<file path="src/rtl/seq_booth_divider_if.sv">
// rtl/seq_booth_divider_if.sv - start/done handshake and result bundle for seq_booth_divider
interface seq_booth_divider_if #(
    parameter int WIDTH = 8
);
    logic             start;
    logic [WIDTH-1:0] dividend;
    logic [WIDTH-1:0] divisor;
    logic             busy;
    logic             done;
    logic [WIDTH-1:0] quotient;
    logic [WIDTH-1:0] remainder;
    logic             div_by_zero;
    logic             overflow;

    modport master (
        output start, dividend, divisor,
        input  busy, done, quotient, remainder, div_by_zero, overflow
    );

    modport slave (
        input  start, dividend, divisor,
        output busy, done, quotient, remainder, div_by_zero, overflow
    );
endinterface

</file>
<file path="src/rtl/seq_booth_divider.sv">
// rtl/seq_booth_divider.sv - sequential signed restoring divider, optional DIV_FAST_PATH_EN
module seq_booth_divider #(
    parameter int WIDTH = 8
) (
    input  logic                clk,
    input  logic                rst,
    seq_booth_divider_if.slave  bus
);
    typedef enum logic [1:0] {IDLE, CALC, FIX} state_t;

    localparam int CW = $clog2(WIDTH + 1);
    localparam logic [WIDTH-1:0] MOST_NEG = {1'b1, {(WIDTH-1){1'b0}}};

    state_t           state;
    logic [CW-1:0]    count;
    logic [WIDTH:0]   p;
    logic [WIDTH-1:0] q;
    logic [WIDTH-1:0] dvs;
    logic [WIDTH-1:0] dvd_orig;
    logic             sign_q;
    logic             sign_r;
    logic             zero_l;
    logic             ovf_l;

    logic [WIDTH-1:0] abs_a;
    logic [WIDTH-1:0] abs_b;
    logic [WIDTH:0]   p_sh;
    logic [WIDTH+1:0] t;
    logic             in_zero;
    logic             in_ovf;
    logic             fast;

    // Operand magnitudes, trial subtraction and special-case detection
    always_comb begin
        abs_a   = bus.dividend[WIDTH-1] ? -bus.dividend : bus.dividend;
        abs_b   = bus.divisor[WIDTH-1]  ? -bus.divisor  : bus.divisor;
        p_sh    = {p[WIDTH-1:0], q[WIDTH-1]};
        t       = {1'b0, p_sh} - {2'b00, dvs};
        in_zero = (bus.divisor == '0);
        in_ovf  = (bus.dividend == MOST_NEG) && (bus.divisor == '1);
`ifdef DIV_FAST_PATH_EN
        // Q holds |dividend| and P is zero, so FIX's sign fix-up yields the
        // right answer for dividend 0 and divisor +/-1 without iterating.
        fast    = in_zero || (bus.dividend == '0) ||
                  (bus.divisor == WIDTH'(1)) || (bus.divisor == '1);
`else
        fast    = 1'b0;
`endif
    end

    // Control FSM, iteration datapath and registered results
    always_ff @(posedge clk or posedge rst) begin
        if (rst) begin
            state           <= IDLE;
            count           <= '0;
            p               <= '0;
            q               <= '0;
            dvs             <= '0;
            dvd_orig        <= '0;
            sign_q          <= 1'b0;
            sign_r          <= 1'b0;
            zero_l          <= 1'b0;
            ovf_l           <= 1'b0;
            bus.busy        <= 1'b0;
            bus.done        <= 1'b0;
            bus.quotient    <= '0;
            bus.remainder   <= '0;
            bus.div_by_zero <= 1'b0;
            bus.overflow    <= 1'b0;
        end else begin
            bus.done <= 1'b0;
            case (state)
                IDLE: begin
                    if (bus.start) begin
                        q        <= abs_a;
                        dvs      <= abs_b;
                        dvd_orig <= bus.dividend;
                        sign_q   <= bus.dividend[WIDTH-1] ^ bus.divisor[WIDTH-1];
                        sign_r   <= bus.dividend[WIDTH-1];
                        zero_l   <= in_zero;
                        ovf_l    <= in_ovf;
                        p        <= '0;
                        bus.busy <= 1'b1;
                        if (fast) begin
                            count <= '0;
                            state <= FIX;
                        end else begin
                            count <= CW'(WIDTH);
                            state <= CALC;
                        end
                    end
                end
                CALC: begin
                    if (!t[WIDTH+1]) begin
                        p <= t[WIDTH:0];
                        q <= {q[WIDTH-2:0], 1'b1};
                    end else begin
                        p <= p_sh;
                        q <= {q[WIDTH-2:0], 1'b0};
                    end
                    count <= count - 1'b1;
                    if (count == CW'(1))
                        state <= FIX;
                end
                FIX: begin
                    if (zero_l) begin
                        bus.quotient    <= '1;
                        bus.remainder   <= dvd_orig;
                        bus.div_by_zero <= 1'b1;
                        bus.overflow    <= 1'b0;
                    end else if (ovf_l) begin
                        bus.quotient    <= MOST_NEG;
                        bus.remainder   <= '0;
                        bus.div_by_zero <= 1'b0;
                        bus.overflow    <= 1'b1;
                    end else begin
                        bus.quotient    <= sign_q ? -q : q;
                        bus.remainder   <= sign_r ? -p[WIDTH-1:0] : p[WIDTH-1:0];
                        bus.div_by_zero <= 1'b0;
                        bus.overflow    <= 1'b0;
                    end
                    bus.done <= 1'b1;
                    bus.busy <= 1'b0;
                    state    <= IDLE;
                end
                default: state <= IDLE;
            endcase
        end
    end
endmodule

</file>
<file path="src/flat_wrapper.sv">
// flat-port wrapper written by rule: the top's interface ports become plain ports
module seq_booth_divider_flat 
#(
    parameter int WIDTH = 8
)
  (clk, rst, bus_start, bus_dividend, bus_divisor, bus_busy, bus_done, bus_quotient, bus_remainder, bus_div_by_zero, bus_overflow);
  seq_booth_divider_if #(.WIDTH(WIDTH)) bus_i ();
  input  logic clk;
  input  logic rst;
  input wire logic [$bits(bus_i.start)-1:0] bus_start;
  input wire logic [$bits(bus_i.dividend)-1:0] bus_dividend;
  input wire logic [$bits(bus_i.divisor)-1:0] bus_divisor;
  output wire logic [$bits(bus_i.busy)-1:0] bus_busy;
  output wire logic [$bits(bus_i.done)-1:0] bus_done;
  output wire logic [$bits(bus_i.quotient)-1:0] bus_quotient;
  output wire logic [$bits(bus_i.remainder)-1:0] bus_remainder;
  output wire logic [$bits(bus_i.div_by_zero)-1:0] bus_div_by_zero;
  output wire logic [$bits(bus_i.overflow)-1:0] bus_overflow;
  assign bus_i.start = bus_start;
  assign bus_i.dividend = bus_dividend;
  assign bus_i.divisor = bus_divisor;
  assign bus_busy = bus_i.busy;
  assign bus_done = bus_i.done;
  assign bus_quotient = bus_i.quotient;
  assign bus_remainder = bus_i.remainder;
  assign bus_div_by_zero = bus_i.div_by_zero;
  assign bus_overflow = bus_i.overflow;
  seq_booth_divider #(.WIDTH(WIDTH)) u_core (.clk(clk), .rst(rst), .bus(bus_i));
endmodule
</file>
<file path="config.mk">
export PLATFORM = sky130hd
export DESIGN_NAME = seq_booth_divider_flat
export DESIGN_NICKNAME = d
export VERILOG_FILES = /design/src/rtl/seq_booth_divider_if.sv /design/src/rtl/seq_booth_divider.sv /design/src/flat_wrapper.sv
export SDC_FILE = /design/constraint.sdc
export NUM_CORES = 1
export LEC_CHECK = 0
export CAP_MARGIN = 20
export CORE_MARGIN = 4
export CORE_UTILIZATION = 30
export DETAILED_ROUTE_END_ITERATION = 16
export PLACE_DENSITY_LB_ADDON = 0.25
export SETUP_SLACK_MARGIN = 0.3
export SLEW_MARGIN = 5
export SYNTH_ARGS = -nofsm -noshare
export SYNTH_HDL_FRONTEND = slang
export SYNTH_SLANG_ARGS = --single-unit
</file>
<file path="constraint.sdc">
create_clock -name clk -period 3.2 [get_ports clk]
set_input_delay 0.32 -clock clk [delete_from_list [all_inputs] [get_ports clk]]
set_output_delay 0.32 -clock clk [all_outputs]
set_load 0.02 [all_outputs]
</file>
# Word-level counts from Yosys, hierarchy flattened
# Index checks and enable logic that the tools add are counted.
[word_totals] ff_bits=62 wordCells=64 input_bits=19 output_inout_bits=20
[classes] n_addsub=6 eq_ne=7 muxes=25 n_reduce_logical=9 bitwise=1
[ops] cell="$mux 8" n=11
[ops] cell="$neg 8->8" n=4
[ops] cell="$pmux 8 s2" n=2
[ops] cell="$eq 8x8->1 const B" n=2
[ops] cell="$sub 9x8->10" n=1
[ops] cell="$logic_not 8->1" n=1
[ops] cell="$pmux 4 s2" n=1
[ops] cell="$reduce_and 2->1" n=4
[ops] cell="$mux 1" n=6
[ops] cell="$eq 4x1->1 const B" n=1
[ops] cell="$mux 2" n=2
[ops] cell="$mux 4" n=1
[ops] cell="$pmux 2 s2" n=1
[ops] cell="$reduce_bool 2->1" n=2
[ops] cell="$sub 4x1->4 const B" n=1
[ops] cell="$eq 2x1->1 const B" n=1
[ops] cell="$eq 2x2->1 const B" n=1
[ops] cell="$logic_not 2->1" n=1
[ops] cell="$ne 2x1->1 const B" n=1
[ops] cell="$ne 2x2->1 const B" n=1
[ops] cell="$pmux 1 s2" n=1
[ops] cell="$logic_and 1x1->1" n=1
[ops] cell="$xor 1x1->1" n=1

# Logic depth before layout (Yosys ltp)
# Gate-level depths: netlist of the first run.
[logic_depth] ltp_word=4 depth_mapped=9 ltp_nobuf=9

# Worst setup path before layout of the first run
# No wires, ideal clock.
[synth_path] kind="reg2reg" start="register u_core.p[5]" end="register u_core.p[0]" arrival_time_ps=1907 path_stages_with_launch=7 slack_ps=1219 path_buffers=0 setup_ps=74 path_cell_list="dfrtp_1 ha_1 a21oi_1 o221ai_1 nor2_4 mux2_4 o21ai_2"
[synth_between] elab_chain_cells=3
[synth_lines] element="start, declared" line="seq_booth_divider.sv:16" text="logic [WIDTH:0] p;"
[synth_lines] element="start signal, assigned" line="seq_booth_divider.sv:95" text="p <= t[WIDTH:0];"
[synth_lines] element="start signal, assigned" line="seq_booth_divider.sv:98" text="p <= p_sh;"
[synth_lines] element="$sub 9x8->10" line="seq_booth_divider.sv:38" text="t = {1'b0, p_sh} - {2'b00, dvs};"
[synth_lines] element="$mux 8" line="seq_booth_divider.sv:94" text="if (!t[WIDTH+1]) begin"
[synth_lines] element="$pmux 8 s2" line="seq_booth_divider.sv:72" text="case (state)"
# No other way between the ends.
# A chain may end at the register's enable or synchronous reset.

# Final worst setup path of the first run
# Ends and elaborated chain as after synthesis.

==> impl_metrics.toml, run 1 <==
[outcome]
status = "finished, final reports clean"

[clock_tree]
clk_path_buf_depth = 2
clkTransAtPathRegs_ns = 0.05
cts_made_buffers = 9
cts_root_buf = "clkbuf_16"
cts_htree_levels = 3
cts_tree = "built"
postCtsSetupBuffers = 0
clock_sinks = 61
clk_latency_ns = 0.33
hold_buffers = 0
ctsResizeCount = 0

[pwr]
vdd_ir_drop_max_mv = 0.447
p_leak_uw = 0.00184
p_per_area_nw_per_um2 = 1060
finalPower_uw = 4590

[floorplan]
dieArea_sq_um = 13400
num_rows = 39
ios = 39
floorplan.initialDensity_pct = 30.6
coreArea_sq_um = 11400
die_w_um = 116
fp.dieH_um = 116

[critical_path]
worst_setup_path_end_kind = "flip-flop"
worstSetupPathType = "flip-flop to flip-flop"
cp.arrival_ns = 2.50
worstPathRequired_ns = 3.46
crit_fanout = 10
startpoint_type = "flip-flop"

[global_route]
track_usage_pct = 13.4
grt_pass1_wl_mm = 14.2
antenna_found_initial = 0
grt_pass1_vias = 2813
grt_max_degree = 37
grt_overflow_total = 0

[placed_design]
portBuffers = 38
dp_hpwl_mm = 6.38
gp_congestion = 0.811
pre_cts_slack_ns = 0.966

[synthesis]
yosysWarnings = 0
async_flop_share_pct = 100
synth_area_leaders = "dfrtp_1 (44%), nand2_1 (6.4%), o21ai_0 (5.9%)"
synth_edf_count = 0
avgSynthCellArea_sq_um = 9.05
ys_types = 50
synth_largest_area_cell = "dfrtp_1"
ys_seq_area_share_pct = 43.8
syn_area_sq_um = 3480
syn-instance-count = 385
syn_nets = 420
synth-seq-cells = 61
ys.flop_type = "dfrtp_1"
yosysTopAreaCellShare_pct = 43.8

[finish]
drive_gt1_share_pct = 7.53
nNetsFinal = 456
final_common_cell = "dfrtp_1"
mostFrequentLayoutCells = "dfrtp_1 (61), nand2_1 (59), o21ai_0 (41)"
syn2layout_area_growth_pct = 23.8
final_util_pct = 37.9
antenna_cells = 0

[flow_run]
cap_violations = 0

[detailed_routing]
wl_per_cell_um = 15.0
ant_nets = 0
route.detailed.drc = 0
dr_total_vias = 2845
drt_iter0_markers = 164
dr.pass1.iters = 4
wirelength_mm = 8.51
viasPerCell = 5.01

[timing]
rsz0062_at_grt = "no"
fin_ws_ns = 0.958
period_share_pct = 70.0
worstMarginPinSlew_ns = 0.739
slew_viol_final = 0
timing.fmax_mhz = 446
setup_tns_ns = 0
fin_skew_ns = 0.00713
setup_viol = 0
slew_headroom_pct = 50.7
final_hold_viol_count = 0
fin_crit_ns = 2.24

[worst_hold_path]
hold_class = "primary input to async pin"
-- worst max-delay path: stages, from the launching register on --
cell,delay (ns)
dfrtp_1,0.43
ha_1,0.37
a21oi_1,0.34
o221ai_1,0.26
nor2_4,0.33
mux2_4,0.34
o21ai_2,0.10
-- per-stage QoR --
step | instances | hold WS (ns) | cell area (sq um)
after floorplan | 385 | 0.416 | 3480
after global placement | 553 | 0.461 | 4030
after detailed placement | 553 | 0.464 | 4030
after CTS | 568 | 0.396 | 4310
after global routing | 568 | 0.425 | 4310
final | 568 | 0.379 | 4310
-- cell families after synthesis --
logic type | share of synthesized area [%]
DFF | 43.8
muxes | 1.90
xor gates and xnor gates | 6.79
AOI/OAI and AO/OA | 20.9
buffers and inverters | 5.10
and+or+nand+nor | 15.5
adders and majority gates | 5.96
-- power breakdown --
part,internal (uW),total [uW],switching (uW)
Sequential,1110,1460,349
Clock,580,908,328
Combinational,1000,2220,1220
-- layout make-up --
cell class | count | area, sq um
multi-input combinational | 279 | 1790
clock buffer | 12 | 267
timing repair buffer | 44 | 438
clock inverter | 3 | 20.0
tap | 143 | 179
sequential | 61 | 1530
fill | 1166 | 7060
inverter | 26 | 97.6
-- metal layers --
metal,up-vias,track usage [%],share of wire (%)
met2,46,21.2,48
met3,14,2.72,4.1
met1,1356,18.1,47
met5,-,0,0
li1,1429,-,-
met4,0,5.10,1.6
-- final timing paths --
kind | startpoint | to | slack [ns] | depth (start not counted)
max | u_core.p[5]$_DFFE_PP0P_ | u_core.p[0]$_DFFE_PP0P_ | 0.96 | 6
min | rst | u_core.bus.remainder[5]$_DFFE_PP0P_ | 0.38 | 2
max reg2reg | u_core.p[5]$_DFFE_PP0P_ | u_core.p[0]$_DFFE_PP0P_ | 0.96 | 6
min reg2reg | u_core.bus.overflow$_DFFE_PP0P_ | u_core.bus.overflow$_DFFE_PP0P_ | 0.47 | 2
max in group asynchronous | rst | u_core.state[0]$_DFFE_PP0P_ | 2.22 | 3
min in group clk | u_core.bus.overflow$_DFFE_PP0P_ | u_core.bus.overflow$_DFFE_PP0P_ | 0.47 | 2
-- state kept, by name (all words and copies together) (netlist names) --
register                flops
u_core.bus.busy             1
u_core.bus.div_by_zero      1
u_core.bus.done             1
u_core.bus.overflow         1
u_core.bus.quotient         8
u_core.bus.remainder        8
u_core.count                4
u_core.dvd_orig             7
u_core.dvs                  8
u_core.ovf_l                1
u_core.p                    8
u_core.q                    8
u_core.sign_q               1
u_core.sign_r               1
u_core.state                2
u_core.zero_l               1
-- Yosys cell counts (8+ instances only) --
library cell	n
nor2_1	19
ha_1	15
clkbuf_1	15
o21ai_0	41
nand2_1	59
o31ai_1	9
dfrtp_1	61
nand2b_1	8
a22oi_1	9
a21oi_1	21
inv_1	24
xor2_1	14
xnor2_1	13
(Power assumes the default switching activity.)
==> run 2, diff against run 1 <==
Clock period 3.2 ns to 2.1 ns, I/O delays scaled along.
==> run 2 against run 1 <==
Net effect: largest power group unchanged; clock power up 70%; clock skew down 0.0013 ns; combinational power up 95%; highest routed layer unchanged; maximum frequency up 20%.
==> impl_metrics.toml, run 2 (synthesized netlist as in run 1, its figures left out) <==
[critical_path]
cp-startpoint = "u_core.p[4]$_DFFE_PP0P_"
crit_fanout = 4
startpoint_type = "flip-flop"
worst_setup_path_end_kind = "flip-flop"
r2r_slack_ns = 0.24
cp.arrival_ns = 2.12
r2r-start = "u_core.p[4]$_DFFE_PP0P_"
worstSetupPathType = "flip-flop to flip-flop"
rr_worst_depth = 6
worstPathRequired_ns = 2.36
r2r_end = "u_core.bus.remainder[7]$_DFFE_PP0P_"

[finish]
mostFrequentLayoutCells = "nand2_1 (59), dfrtp_1 (58), clkdlybuf4s50_1 (38)"
final_common_cell = "nand2_1"
drive_gt1_share_pct = 18.9
syn2layout_area_growth_pct = 36.3
antenna_cells = 0
nNetsFinal = 486

[timing]
fin_crit_ns = 1.86
rsz0062_at_grt = "yes"
slew_viol_final = 0
fin_skew_ns = 0.00582
slew_headroom_pct = 69.9
setup_tns_ns = 0
setup_viol = 0
period_share_pct = 88.6
timing.fmax_mhz = 537
worstMarginPinSlew_ns = 0.448
final_hold_viol_count = 0

[floorplan]
fp.dieH_um = 116
dieArea_sq_um = 13400
ios = 39
coreArea_sq_um = 11400
die_w_um = 116
num_rows = 39
floorplan.initialDensity_pct = 30.6

[pwr]
intPower_uw = 4810
vdd_ir_drop_max_mv = 0.926
swShare_pct = 40.4
combPwrFrac_pct = 53.8
finalPower_uw = 8080
seqPwrFrac_pct = 27.1
p_per_area_nw_per_um2 = 1700
p_sw_uw = 3270
clkPwrFrac_pct = 19.1
p_leak_uw = 0.00201

[detailed_routing]
wl_per_cell_um = 15.8
route.detailed.drc = 0
dr.pass1.iters = 4
dr_total_vias = 3002
wirelength_mm = 9.44
ant_nets = 0
viasPerCell = 5.01
drt_iter0_markers = 239

[flow_run]
cap_violations = 0

[global_route]
grt_overflow_total = 0
grt_max_degree = 42
track_usage_pct = 15.1
grt_pass1_vias = 3064
grt_pass1_wl_mm = 15.7
antenna_found_initial = 0

[clock_tree]
clk_latency_ns = 0.33
cts_made_buffers = 9
clock_sinks = 61
cts_htree_levels = 3
cts_root_buf = "clkbuf_16"
hold_buffers = 0
clkTransAtPathRegs_ns = 0.05
cts_tree = "built"
clk_path_buf_depth = 2

[placed_design]
gp_congestion = 0.831
portBuffers = 38
dp_hpwl_mm = 6.79

[outcome]
status = "finished, final reports clean"

[worst_hold_path]
hold_class = "primary input to async pin"
==> run 2: cell types whose count changed in the layout (fill, tap and decap cells not counted), moves of 3 or more <==
cell | before | now
buf_4 | 5 | 33
clkbuf_8 | 3 | 0
dfrtp_1 | 61 | 58
dfrtp_2 | 0 | 3
ha_1 | 15 | 9
ha_4 | 0 | 6
inv_1 | 23 | 19
inv_2 | 1 | 4
o21ai_0 | 41 | 35
o21ai_1 | 1 | 6
==> run 2: how the worst max path moves through the flow <==
stage | end | slack (ns) | cells past startpoint
6_report | u_core.bus.remainder[7]$_DFFE_PP0P_ | 0.24 | 6
5_1_grt | u_core.p[6]$_DFFE_PP0P_ | 0.11 | 9
4_1_cts | u_core.p[0]$_DFFE_PP0P_ | 0.22 | 7
3_5_place_dp | u_core.ovf_l$_DFFE_PP0P_ | 0.14 | 5
3_3_place_gp | u_core.p[0]$_DFFE_PP0P_ | 0.18 | 6
2_1_floorplan | u_core.p[0]$_DFFE_PP0P_ | 0.28 | 6
==> run 2: cell type report <==
class                   instances  area, sq um
multi-input cells             280         1960
clock buffers                  11          233
fillers                      1129         6620
inverters                      26          100
flip-flops and latches         61         1530
well taps                     143          179
repair buffers                 73          668
clock inverters                 5         75.1
==> run 2: metal layers <==
metal	wire [um]	up-vias	global-route usage (%)
met3	354	16	2.61
met1	4280	1436	19.8
met4	284	0	7.42
met5	0	-	0
met2	4520	55	24.2
li1	-	1495	-
==> run 2: metrics by stage <==
| stage | area (sq um) | instances | setup slack [ns] | hold slack (ns) | util, % |
|---|---|---|---|---|---|
| after floorplan | 3560 | 385 | 0.283 | 0.306 | - |
| after global placement | 4240 | 570 | 0.183 | 0.462 | 37.3 |
| after detailed placement | 4240 | 570 | 0.135 | 0.469 | 37.3 |
| final | 4750 | 599 | 0.238 | 0.243 | 41.8 |
| after CTS | 4700 | 599 | 0.220 | 0.244 | 41.3 |
| after global routing | 4750 | 599 | 0.106 | 0.282 | 41.8 |
==> run 2: repair_timing <==
item                                    in CTS  in global routing
pin swaps                                   16                  8
gates resized for setup                     18                 12
cloned                                       1                  0
endpoints found under the setup margin      10                 14
setup buffers                               12                  0
==> run 2: power groups by stage <==
stage	combinational, uW	clock [uW]	sequential [uW]
2_1_floorplan	2630	0	2210
3_3_place_gp	3740	0	2190
3_5_place_dp	3760	0	2220
4_1_cts	4180	1580	2180
5_1_grt	4840	1640	2280
6_report	4340	1540	2190
==> run 2: critical path: stages (launching register included) <==
cell     delay, ns
dfrtp_2       0.43
buf_4         0.17
or4_4         0.56
o41ai_4       0.23
nand3_1       0.10
and3_1        0.20
o21ai_2       0.10
